$ cat config.mk
export PLATFORM = sky130hd
export DESIGN_NAME = nco_env_shaper_flat
export DESIGN_NICKNAME = d
export VERILOG_FILES = /design/src/rtl/nco_env_shaper_if.sv /design/src/rtl/nco_env_shaper.sv /design/src/flat_wrapper.sv
export SDC_FILE = /design/constraint.sdc
export NUM_CORES = 1
export LEC_CHECK = 0
export CAP_MARGIN = 20
export CORE_UTILIZATION = 45
export DETAILED_ROUTE_END_ITERATION = 7
export PLACE_DENSITY_LB_ADDON = 0.3
export RECOVER_POWER = 25
export SETUP_SLACK_MARGIN = 0.05
export SLEW_MARGIN = 30
export SYNTH_ARGS = -nofsm -noshare
export SYNTH_HDL_FRONTEND = slang
export SYNTH_SLANG_ARGS = --single-unit
$ cat constraint.sdc
create_clock -name clk -period 5.5 [get_ports clk]
set_input_delay 1.1 -clock clk [delete_from_list [all_inputs] [get_ports clk]]
set_output_delay 1.1 -clock clk [all_outputs]
set_load 0.03 [all_outputs]
$ cat src/rtl/nco_env_shaper_if.sv
// Signal bundle between the envelope shaper, its control source, the nco and the audio sink.
// The shaper uses the slave modport; whatever drives the controls and consumes samples uses master.
interface nco_env_shaper_if;
    logic        note_on;
    logic [7:0]  attack_inc;
    logic [7:0]  release_dec;
    logic [7:0]  sustain_lvl;
    logic        next_sample;
    logic [13:0] nco_code;
    logic [13:0] sample;
    logic        sample_valid;
    logic        sample_ready;
    logic [7:0]  env_level;
    logic [1:0]  env_state;
    logic        overrun;

    modport master (
        output note_on, attack_inc, release_dec, sustain_lvl, nco_code, sample_ready,
        input  next_sample, sample, sample_valid, env_level, env_state, overrun
    );

    modport slave (
        input  note_on, attack_inc, release_dec, sustain_lvl, nco_code, sample_ready,
        output next_sample, sample, sample_valid, env_level, env_state, overrun
    );
endinterface

$ cat src/rtl/nco_env_shaper.sv
// Sample-rate engine behind the nco: strobes the nco, captures its sine code, scales it by an
// attack/sustain/release envelope and offers the shaped sample to the sink over valid/ready.
module nco_env_shaper #(
    parameter int SAMPLE_DIV = 2500,
    parameter int MIDSCALE   = 8192
) (
    input  logic               clk,
    input  logic               rst,
    nco_env_shaper_if.slave    bus
);

    localparam int DIV_W = (SAMPLE_DIV > 1) ? $clog2(SAMPLE_DIV) : 1;
    localparam logic [DIV_W-1:0] DIV_LAST = DIV_W'(SAMPLE_DIV - 1);

    typedef enum logic [1:0] {
        IDLE    = 2'd0,
        ATTACK  = 2'd1,
        SUSTAIN = 2'd2,
        RELEASE = 2'd3
    } env_state_t;

    // Sample-rate timing: strobe in cycle T, capture at the end of T+1, scale at the end of T+2.
    logic [DIV_W-1:0] div_q;
    logic             strobe;
    logic             capture_q;
    logic             scale_q;

    assign strobe = (div_q == DIV_LAST);

    always_ff @(posedge clk) begin
        if (rst) begin
            div_q     <= '0;
            capture_q <= 1'b0;
            scale_q   <= 1'b0;
        end else begin
            div_q     <= strobe ? '0 : div_q + DIV_W'(1);
            capture_q <= strobe;
            scale_q   <= capture_q;
        end
    end

    assign bus.next_sample = strobe;

    // Envelope state machine: state register / next-state logic / outputs.
    env_state_t state_q;
    env_state_t state_d;
    logic [7:0] env_q;
    logic [7:0] env_d;
    logic [8:0] env_sum;
    logic [8:0] env_diff;

    // 9-bit intermediates make the saturation checks overflow- and wrap-free.
    assign env_sum  = {1'b0, env_q} + {1'b0, bus.attack_inc};
    assign env_diff = {1'b0, env_q} - {1'b0, bus.release_dec};

    always_ff @(posedge clk) begin
        if (rst) begin
            state_q <= IDLE;
            env_q   <= '0;
        end else begin
            state_q <= state_d;
            env_q   <= env_d;
        end
    end

    always_comb begin
        state_d = state_q;
        env_d   = env_q;
        if (capture_q) begin
            unique case (state_q)
                IDLE: begin
                    env_d = '0;
                    if (bus.note_on) state_d = ATTACK;
                end
                ATTACK: begin
                    if (!bus.note_on) begin
                        state_d = RELEASE;
                    end else if (env_sum >= {1'b0, bus.sustain_lvl}) begin
                        env_d   = bus.sustain_lvl;
                        state_d = SUSTAIN;
                    end else begin
                        env_d = env_sum[7:0];
                    end
                end
                SUSTAIN: begin
                    if (!bus.note_on) state_d = RELEASE;
                    else              env_d   = bus.sustain_lvl;
                end
                RELEASE: begin
                    if (bus.note_on) begin
                        // Retrigger resumes from the current level; above sustain it clamps straight away.
                        if (env_q > bus.sustain_lvl) begin
                            env_d   = bus.sustain_lvl;
                            state_d = SUSTAIN;
                        end else begin
                            state_d = ATTACK;
                        end
                    end else if (env_diff[8] || (env_diff == 9'd0)) begin
                        env_d   = '0;
                        state_d = IDLE;
                    end else begin
                        env_d = env_diff[7:0];
                    end
                end
                default: begin
                    state_d = IDLE;
                    env_d   = '0;
                end
            endcase
        end
    end

    always_comb begin
        bus.env_state = state_q;
        bus.env_level = env_q;
    end

    // Capture stage: offset-removed sine code and the pre-update envelope.
    logic signed [14:0] s_q;
    logic        [8:0]  e_q;
    logic signed [14:0] s_d;

    assign s_d = signed'({1'b0, bus.nco_code} - 15'(MIDSCALE));

    always_ff @(posedge clk) begin
        if (rst) begin
            s_q <= '0;
            e_q <= '0;
        end else if (capture_q) begin
            s_q <= s_d;
            e_q <= {1'b0, env_q};
        end
    end

    // Scale stage: e <= 255 keeps |p >>> 8| below 8192, so the sum always fits 14 bits.
    logic signed [23:0] prod;
    logic signed [23:0] prod_sh;
    logic signed [23:0] shaped;

    assign prod    = s_q * $signed(e_q);
    assign prod_sh = prod >>> 8;
    assign shaped  = prod_sh + $signed(24'(MIDSCALE));

    // Handshake: a transfer happens on any cycle with sample_valid && sample_ready. A load on
    // that same edge keeps valid high; a load while valid && !ready overwrites and sets overrun.
    logic [13:0] sample_q;
    logic        valid_q;
    logic        overrun_q;

    always_ff @(posedge clk) begin
        if (rst) begin
            sample_q  <= 14'(MIDSCALE);
            valid_q   <= 1'b0;
            overrun_q <= 1'b0;
        end else if (scale_q) begin
            sample_q <= shaped[13:0];
            valid_q  <= 1'b1;
            if (valid_q && !bus.sample_ready) overrun_q <= 1'b1;
        end else if (valid_q && bus.sample_ready) begin
            valid_q <= 1'b0;
        end
    end

    assign bus.sample       = sample_q;
    assign bus.sample_valid = valid_q;
    assign bus.overrun      = overrun_q;

endmodule
$ cat src/flat_wrapper.sv
// flat-port wrapper written by rule: the top's interface ports become plain ports
module nco_env_shaper_flat 
#(
    parameter int SAMPLE_DIV = 2500,
    parameter int MIDSCALE   = 8192
)
  (clk, rst, bus_note_on, bus_attack_inc, bus_release_dec, bus_sustain_lvl, bus_nco_code, bus_sample_ready, bus_next_sample, bus_sample, bus_sample_valid, bus_env_level, bus_env_state, bus_overrun);
  nco_env_shaper_if bus_i ();
  input  logic clk;
  input  logic rst;
  input wire logic [$bits(bus_i.note_on)-1:0] bus_note_on;
  input wire logic [$bits(bus_i.attack_inc)-1:0] bus_attack_inc;
  input wire logic [$bits(bus_i.release_dec)-1:0] bus_release_dec;
  input wire logic [$bits(bus_i.sustain_lvl)-1:0] bus_sustain_lvl;
  input wire logic [$bits(bus_i.nco_code)-1:0] bus_nco_code;
  input wire logic [$bits(bus_i.sample_ready)-1:0] bus_sample_ready;
  output wire logic [$bits(bus_i.next_sample)-1:0] bus_next_sample;
  output wire logic [$bits(bus_i.sample)-1:0] bus_sample;
  output wire logic [$bits(bus_i.sample_valid)-1:0] bus_sample_valid;
  output wire logic [$bits(bus_i.env_level)-1:0] bus_env_level;
  output wire logic [$bits(bus_i.env_state)-1:0] bus_env_state;
  output wire logic [$bits(bus_i.overrun)-1:0] bus_overrun;
  assign bus_i.note_on = bus_note_on;
  assign bus_i.attack_inc = bus_attack_inc;
  assign bus_i.release_dec = bus_release_dec;
  assign bus_i.sustain_lvl = bus_sustain_lvl;
  assign bus_i.nco_code = bus_nco_code;
  assign bus_i.sample_ready = bus_sample_ready;
  assign bus_next_sample = bus_i.next_sample;
  assign bus_sample = bus_i.sample;
  assign bus_sample_valid = bus_i.sample_valid;
  assign bus_env_level = bus_i.env_level;
  assign bus_env_state = bus_i.env_state;
  assign bus_overrun = bus_i.overrun;
  nco_env_shaper #(.SAMPLE_DIV(SAMPLE_DIV), .MIDSCALE(MIDSCALE)) u_core (.clk(clk), .rst(rst), .bus(bus_i));
endmodule
# == Word level (Yosys, flattened, before mapping) ==
# Cells that the tools add are included.
# word_totals
ff_bits,63
input_bits,42
out_inout_bits,27
wordCells,57
# classes
n_addsub,5
n_mul,1
n_lt_le_gt_ge,2
n_eq_ne,11
muxes,17
n_reduce_logical,11
# op_table
op,n
$mux W8,6
$pmux W8 S4,1
$mul A15 B9 Y22,1
$sub A14 B14 Y15 const B,1
$add A14 B14 Y14 const B,1
$mux W2,7
$add A12 B1 Y12 const B,1
$eq A12 B12 Y1 const B,1
$add A8 B8 Y9,1
$ge A9 B8 Y1,1
$logic_not A9 Y1,1
$ne A3 B2 Y1 const B,3
$sub A8 B8 Y9,1
$gt A8 B8 Y1,1
$ne A2 B2 Y1 const B,4
$pmux W2 S4,1
$reduce_and A5 Y1,1
$eq A2 B2 Y1 const B,2
$reduce_and A4 Y1,1
$eq A2 B1 Y1 const B,1
$logic_and A1 B1 Y1,2
$logic_not A2 Y1,1
$mux W1,2
$reduce_and A2 Y1,1
4 further kinds,4

# == Longest topological paths before layout ==
# Gate-level depths: netlist (run 1).
# logic_depth
ltp_word,6
depth_mapped,19
ltp_nobuf,18

# == Worst setup path after synthesis (run 1) ==
# Ideal clock, no wire load.
# synth_path
path_type,flip-flop to flip-flop
from,reg u_core.e_q[1]
to,"reg u_core.sample_q[13], in the netlist u_core.bus.sample[13]"
setup_ps,120
arrival_time_ps,4695
t_required_ps,5380
setup_slack_ps,685
path_stages_with_launch,18
path_buffers,1
synth_period_minus_slack_ps,4815
cell_sequence,dfxtp_1 -> clkbuf_1 -> nand2_1 -> fa_1 -> inv_1 -> fa_1 -> inv_1 -> fa_1 -> fa_1 -> inv_1 -> ha_1 -> and3_1 -> and2_1 -> a31oi_1 -> o21ai_2 -> o41ai_2 -> xnor2_1 -> a211o_1
# synth_between
elab_chain_len,2
# synth_lines
item,line,text
start: declaration,nco_env_shaper.sv:120,logic [8:0] e_q;
start signal: assignment,nco_env_shaper.sv:131,"e_q <= {1'b0, env_q};"
$mul A15 B9 Y22,nco_env_shaper.sv:140,assign prod = s_q * $signed(e_q);
$add A14 B14 Y14,nco_env_shaper.sv:142,assign shaped = prod_sh + $signed(24'(MIDSCALE));
end signal: assignment,nco_env_shaper.sv:152,sample_q <= 14'(MIDSCALE);
end signal: assignment,nco_env_shaper.sv:156,sample_q <= shaped[13:0];
end: declaration,nco_env_shaper.sv:146,logic [13:0] sample_q;
# No other way between the ends.
# A chain may end at the register's enable or synchronous reset.

# == Final worst setup path (run 1) ==
# Same ends and word-level chain as after synthesis.

==> flow_summary.ini, run 1 <==
[clocking]
cts-root-buf = clkbuf_16
max-clock-path-buffers = 2
tritoncts = done
h-tree-depth = 3
post_cts_resized = 0
clk_pin_slew_ps = 50
numCtsBuffers = 9
postCtsSetupRepairBufs = 0
worst_skew_pair.late_latency_ps = 350
cts.sinks = 62
ctsHoldBuffers = 0

[synth]
async_flop_share_pct = 0
seq_area_frac_synth_pct = 16.76
avgSynthCellArea_um2 = 8.621
synthFlopType = dfxtp_1
ys_warn_count = 0
syn_nets = 1062
synth_cells = 859
synth-seq-cells = 62
synth-edff-count = 0
synth_cell_type_count = 59
synth_area_um2 = 7406

[sta]
drv_slew = 31
max_slew_margin_pct = -1.411
rsz0062_at_grt = no
skew_ps = 11.49
fin_crit_ps = 5088
tns_ps = 0
period_share_pct = 92.51
finalHoldViolations = 0
fmax_ghz = 0.1965
setup_viol = 0
worst_pin_slew_ps = 1521

[grt]
antenna_found_initial = 0
grt_usage_pct = 22.20
grt_pass1_wl_um = 28850
grt_max_degree = 31
overflow = 0
grt_pass1_vias = 5855

[critical_path]
rr_startpoint = u_core.e_q[1]$_SDFFE_PP0P_
reg2reg_slack_ps = 410
r2r_cells = 16
start_kind = register
crit_fanout = 15
crit_type = register to register
cp.arrival_ps = 5320
reg2reg_to = u_core.bus.sample[13]$_SDFFE_PP1P_
endpoint_kind = register
worstPathRequired_ps = 5730

[drt]
dr.pass1.iters = 5
via_count = 5765
drt.antenna.violating_nets = 0
drc = 0
drt_wl_total_um = 16890
via_per_inst = 5.102
detailedRoute.firstIterationViolations = 240
routedWlPerCell_um = 14.95

[job]
maxCapViolCount = 1

[die]
dieHeight_um = 130.3
die_x_um = 130.3
fp.dieArea_um2 = 16970
floorplan.rows = 46
start_util_pct = 46.29
ioPinCount = 69
coreArea_um2 = 16000

[outcome]
violations = capacitance limit, slew limit
status = complete, but fails checks

[pwr]
leakage_uw = 0.004054
ir_drop_mv = 0.1421
switchingPower_uw = 266.4
p_clk_share_pct = 53.4
power_frac_comb_pct = 8.0
switching_share_pct = 22.71
p_int_uw = 906.5
power.density_nw_per_um2 = 136.7
seqPwrFrac_pct = 38.6

[worst_hold_path]
hold_path_depth = 2
whs_endpoint = u_core.bus.sample[5]$_SDFFE_PP0P_
min-delay-path-class = register to register
min_from = u_core.bus.sample[5]$_SDFFE_PP0P_

[placement]
hpwl_um = 13270
place_area_um2 = 8262
place_congestion = 0.8909
portBuffers = 68

[cells_and_area]
final_common_cell = inv_1
finish.utilization_pct = 53.62
final_cell_mix = inv_1, fa_1, ha_1
fillers = 1464
fin_area_um2 = 8579
drive_gt1_share_pct = 3.063
area_growth_pct = 15.85
fin_nets = 1113
diodes = 0
==> metal layers <==
layer / vias up / global-route usage [%] / share of wire [%]
met2: 117 / 36.61 / 48
met1: 2757 / 29.83 / 47
li1: 2869 / - / -
met3: 22 / 3.936 / 4.1
met4: 0 / 6.156 / 1.7
met5: - / 0 / 0
==> power by group through the flow <==
stage	sequential, µW	combinational, µW	clock (µW)
final	453	93.6	626
after global routing	453	103	663
after CTS	453	94.1	642
after detailed placement	463	93.4	0
after global placement	463	92.8	0
after floorplan	462	49.6	0
==> sequential cells by signal, summed over array words and instances, names as in the netlist <==
| signal | count |
|---|---|
| u_core.s_q | 14 |
| u_core.bus.sample | 14 |
| u_core.e_q | 8 |
| u_core.bus.sample_valid | 1 |
| u_core.div_q | 12 |
| u_core.bus.env_level | 8 |
| u_core.capture_q | 1 |
| u_core.bus.overrun | 1 |
| u_core.scale_q | 1 |
| u_core.bus.env_state | 2 |
==> cell families after synthesis <==
logic type,after synthesis,synth area share [%]
adder cells (fa/ha/maj),162,36.36
multiplexers,26,3.514
AND/OR/NAND/NOR,262,17.71
AO/OA/AOI/OAI,120,11.66
flip-flops,62,16.76
buffers and inverters,190,9.630
XOR/XNOR,37,4.376
==> metrics by stage <==
stage / setup WS (ps) / hold WS [ps] / total power (µW) / instances
5_1_grt: 79.17 / 476.6 / 1219 / 1130
3_3_place_gp: 480.8 / 441.2 / 555.4 / 1115
3_5_place_dp: 405.0 / 441.7 / 556.0 / 1115
4_1_cts: 407.7 / 453.7 / 1189 / 1130
6_report: 412.0 / 452.8 / 1173 / 1130
2_1_floorplan: 685.0 / 426.0 / 511.8 / 859
==> cells in the mapped netlist (6+ instances only) <==
cell / number / share of area [%]
xnor2_1: 16 / 1.9
clkbuf_1: 32 / 1.6
a21oi_1: 27 / 1.8
inv_1: 158 / 8.0
a21o_1: 12 / 1.2
nor2b_1: 6 / 0.51
o21ai_0: 16 / 1.1
ha_1: 72 / 12
and3_1: 7 / 0.59
nor2_1: 71 / 3.6
and2_1: 59 / 5.0
mux2i_1: 26 / 3.5
a31oi_1: 6 / 0.51
a221o_1: 8 / 1.1
xor2_1: 21 / 2.5
nand2b_1: 10 / 0.84
a22oi_1: 6 / 0.61
nand2_1: 69 / 3.5
nand3_1: 12 / 0.81
a211oi_1: 7 / 0.71
dfxtp_1: 62 / 17
fa_1: 89 / 24
==> worst max-delay path, stage by stage (launching register included) <==
cell	delay (ps)
dfxtp_1	640
nand2_1	200
fa_1	650
inv_1	160
fa_1	520
inv_1	50
fa_1	470
fa_1	540
inv_1	40
ha_1	330
and3_1	230
and2_1	160
a31oi_1	170
o21ai_2	110
o41ai_2	310
xnor2_1	110
a211o_1	280
==> worst max path at each step <==
| stage | start | to | slack (ps) | depth (start not counted) |
|---|---|---|---|---|
| floorplan | u_core.e_q[1]$_SDFFE_PP0P_ | u_core.bus.sample[13]$_SDFFE_PP1P_ | 690 | 17 |
| global placement | u_core.e_q[1]$_SDFFE_PP0P_ | u_core.bus.sample[13]$_SDFFE_PP1P_ | 480 | 16 |
| detailed placement | u_core.e_q[1]$_SDFFE_PP0P_ | u_core.bus.sample[13]$_SDFFE_PP1P_ | 400 | 16 |
| CTS | u_core.e_q[4]$_SDFFE_PP0P_ | u_core.bus.sample[13]$_SDFFE_PP1P_ | 410 | 17 |
| global route | u_core.e_q[2]$_SDFFE_PP0P_ | u_core.bus.sample[7]$_SDFFE_PP0P_ | 80 | 16 |
| finish | u_core.e_q[1]$_SDFFE_PP0P_ | u_core.bus.sample[13]$_SDFFE_PP1P_ | 410 | 16 |
==> area by class of cell <==
cell class	instances	area, µm²	share of cell area, %
Clock inverter	5	83.83	0.9771
Inverter	158	593.1	6.913
Tap cell	216	270.3	3.150
Sequential cell	62	1241	14.47
Multi-Input combinational cell	607	5451	63.54
Timing Repair Buffer	72	700.7	8.167
Clock buffer	10	239.0	2.785
(Power assumes the default switching activity.)
==> run 2, diff against run 1 <==
- SLEW_MARGIN: 30 -> 15
==> results of run 2 <==
Same layout as run 1: the final DEF is identical, and so are final timing and power.
==> RTL change (config.mk and constraints of run 1) <==
`SAMPLE_DIV` is set to 2500 in 2 places; all go to 1250.
--- a/src/rtl/nco_env_shaper.sv
+++ b/src/rtl/nco_env_shaper.sv
@@ -2,5 +2,5 @@
 // attack/sustain/release envelope and offers the shaped sample to the sink over valid/ready.
 module nco_env_shaper #(
-    parameter int SAMPLE_DIV = 2500,
+    parameter int SAMPLE_DIV = 1250,
     parameter int MIDSCALE   = 8192
 ) (
--- a/src/flat_wrapper.sv
+++ b/src/flat_wrapper.sv
@@ -2,5 +2,5 @@
 module nco_env_shaper_flat 
 #(
-    parameter int SAMPLE_DIV = 2500,
+    parameter int SAMPLE_DIV = 1250,
     parameter int MIDSCALE   = 8192
 )
Function: same outputs for any inputs over 10 cycles, from zero or initial values and one cycle with rst high; that may be too few to reach the edited logic, so the function may still have changed.
==> RTL change against run 1 <==
  * The flow still finishes with violations (capacitance limit, slew limit)
  * First-iteration DRC count is 1.3% higher
  * Final cell count is 1.1% lower
  * Sequential cell count fell by 1
  * Wire length fell by 0.77%
  * Synthesized area is 0.17% higher
  * Cell area fell by 0.19%
  * Total power shrank 2.5%
  * Sequential power shrank 2%
  * Worst setup slack better by 0.072 ns
  * Global-route usage shrank 0.29 points
==> RTL change: results (changes against run 1) <==
{| class="wikitable"
! Metric !! Value
|-
| Layout cells sized above 1 || 5.322% (+2.3 points)
|-
| Via Count || 5707 (-1.0%)
|-
| Critical path arrival || 5.15 ns (-0.17 ns)
|-
| Complex-gate fraction of the synthesized area || 12.31% (+0.65 points)
|-
| Number of max-capacitance violations reported || 1 (unchanged)
|-
| Worst slack at placement || 0.5744 ns (+0.1694 ns)
|-
| Met3 routed WL || 668 µm (-2.6%)
|-
| Part of the power in the clock network || 52.8% (-0.6 points)
|-
| Final HPWL from detailed placement || 13290 µm (+0.13%)
|-
| Standby leakage power || 3.949 nW (-2.6%)
|-
| Leading cell types by count after synthesis || sky130_fd_sc_hd__inv_1 (139), sky130_fd_sc_hd__fa_1 (89), sky130_fd_sc_hd__ha_1 (73), sky130_fd_sc_hd__nand2_1 (71), sky130_fd_sc_hd__nor2_1 (70)
|-
| Part of the Yosys area used for sequential elements || 16.46% (-0.30 points)
|-
| Sequential cell fraction of total power || 39.0% (+0.4 points)
|-
| Met1 Wirelength || 8063 µm (+2.3%)
|-
| Proportion of synthesized area in mux cells || 3.711% (+0.20 points)
|-
| Run status || finished with violations
|-
| Initial DRC count || 243 (+1.3%)
|-
| RD Place Congestion || 0.8599 (-3.5%)
|-
| Worst Tran Pin Value || 2.074 ns (+0.5527 ns)
|-
| Filler instances || 1562 (+6.7%)
|-
| Sum of met2 wire segment lengths after detailed routing || 7817 µm (-2.8%)
|-
| Synthesized area per cell || 8.779 µm² (+1.8%)
|-
| Number of library cell types mapped by synthesis || 73 (+24%)
|-
| Violated checks || capacitance limit, slew limit
|-
| Placed cell area || 8254 µm² (about the same)
|-
| Power dissipated by switching net loads || 0.2631 mW (-1.3%)
|-
| Largest voltage drop on the vdd net || 0.1513 mV (+6.5%)
|-
| Post-synthesis xor/xnor area fraction || 4.132% (-0.24 points)
|-
| Cells taking the most area after synthesis || sky130_fd_sc_hd__fa_1 (24%), sky130_fd_sc_hd__dfxtp_1 (16%), sky130_fd_sc_hd__ha_1 (12%), sky130_fd_sc_hd__inv_1 (7.0%), sky130_fd_sc_hd__and2_1 (4.8%)
|-
| Largest net degree at the start of global routing || 45 (+45%)
|-
| Router iterations before antenna repair || 4 (-1)
|-
| Total global routing track utilization || 21.92% (-0.29 points)
|-
| Pins Over Slew Limit || 45 (+45%)
|}
[RTL change: area by class of cell]
class | instances | area share, %
clock buffer | 13 | 3.156
clock inverter | 3 | 0.4968
inverter | 141 | 6.181
multi-input combinational | 613 | 64.64
sequential | 61 | 14.26
tap | 216 | 3.156
timing repair buffer | 71 | 8.109
[RTL change: worst paths after layout]
kind / startpoint / endpoint / slack, ns / cells past startpoint
setup / recovery: u_core.e_q[0] / u_core.bus.sample[12] / 0.48 / 15
hold / removal: u_core.bus.overrun / u_core.bus.overrun / 0.48 / 2
setup reg to reg: u_core.e_q[0] / u_core.bus.sample[12] / 0.48 / 15
hold reg to reg: u_core.bus.overrun / u_core.bus.overrun / 0.48 / 2
[RTL change: per-layer routing]
metal  vias up  global-route usage, %
li1       2849                      -
met1      2745                  30.61
met2        97                  35.86
met3        16                  2.972
met4         0                  5.680
met5         -                      0
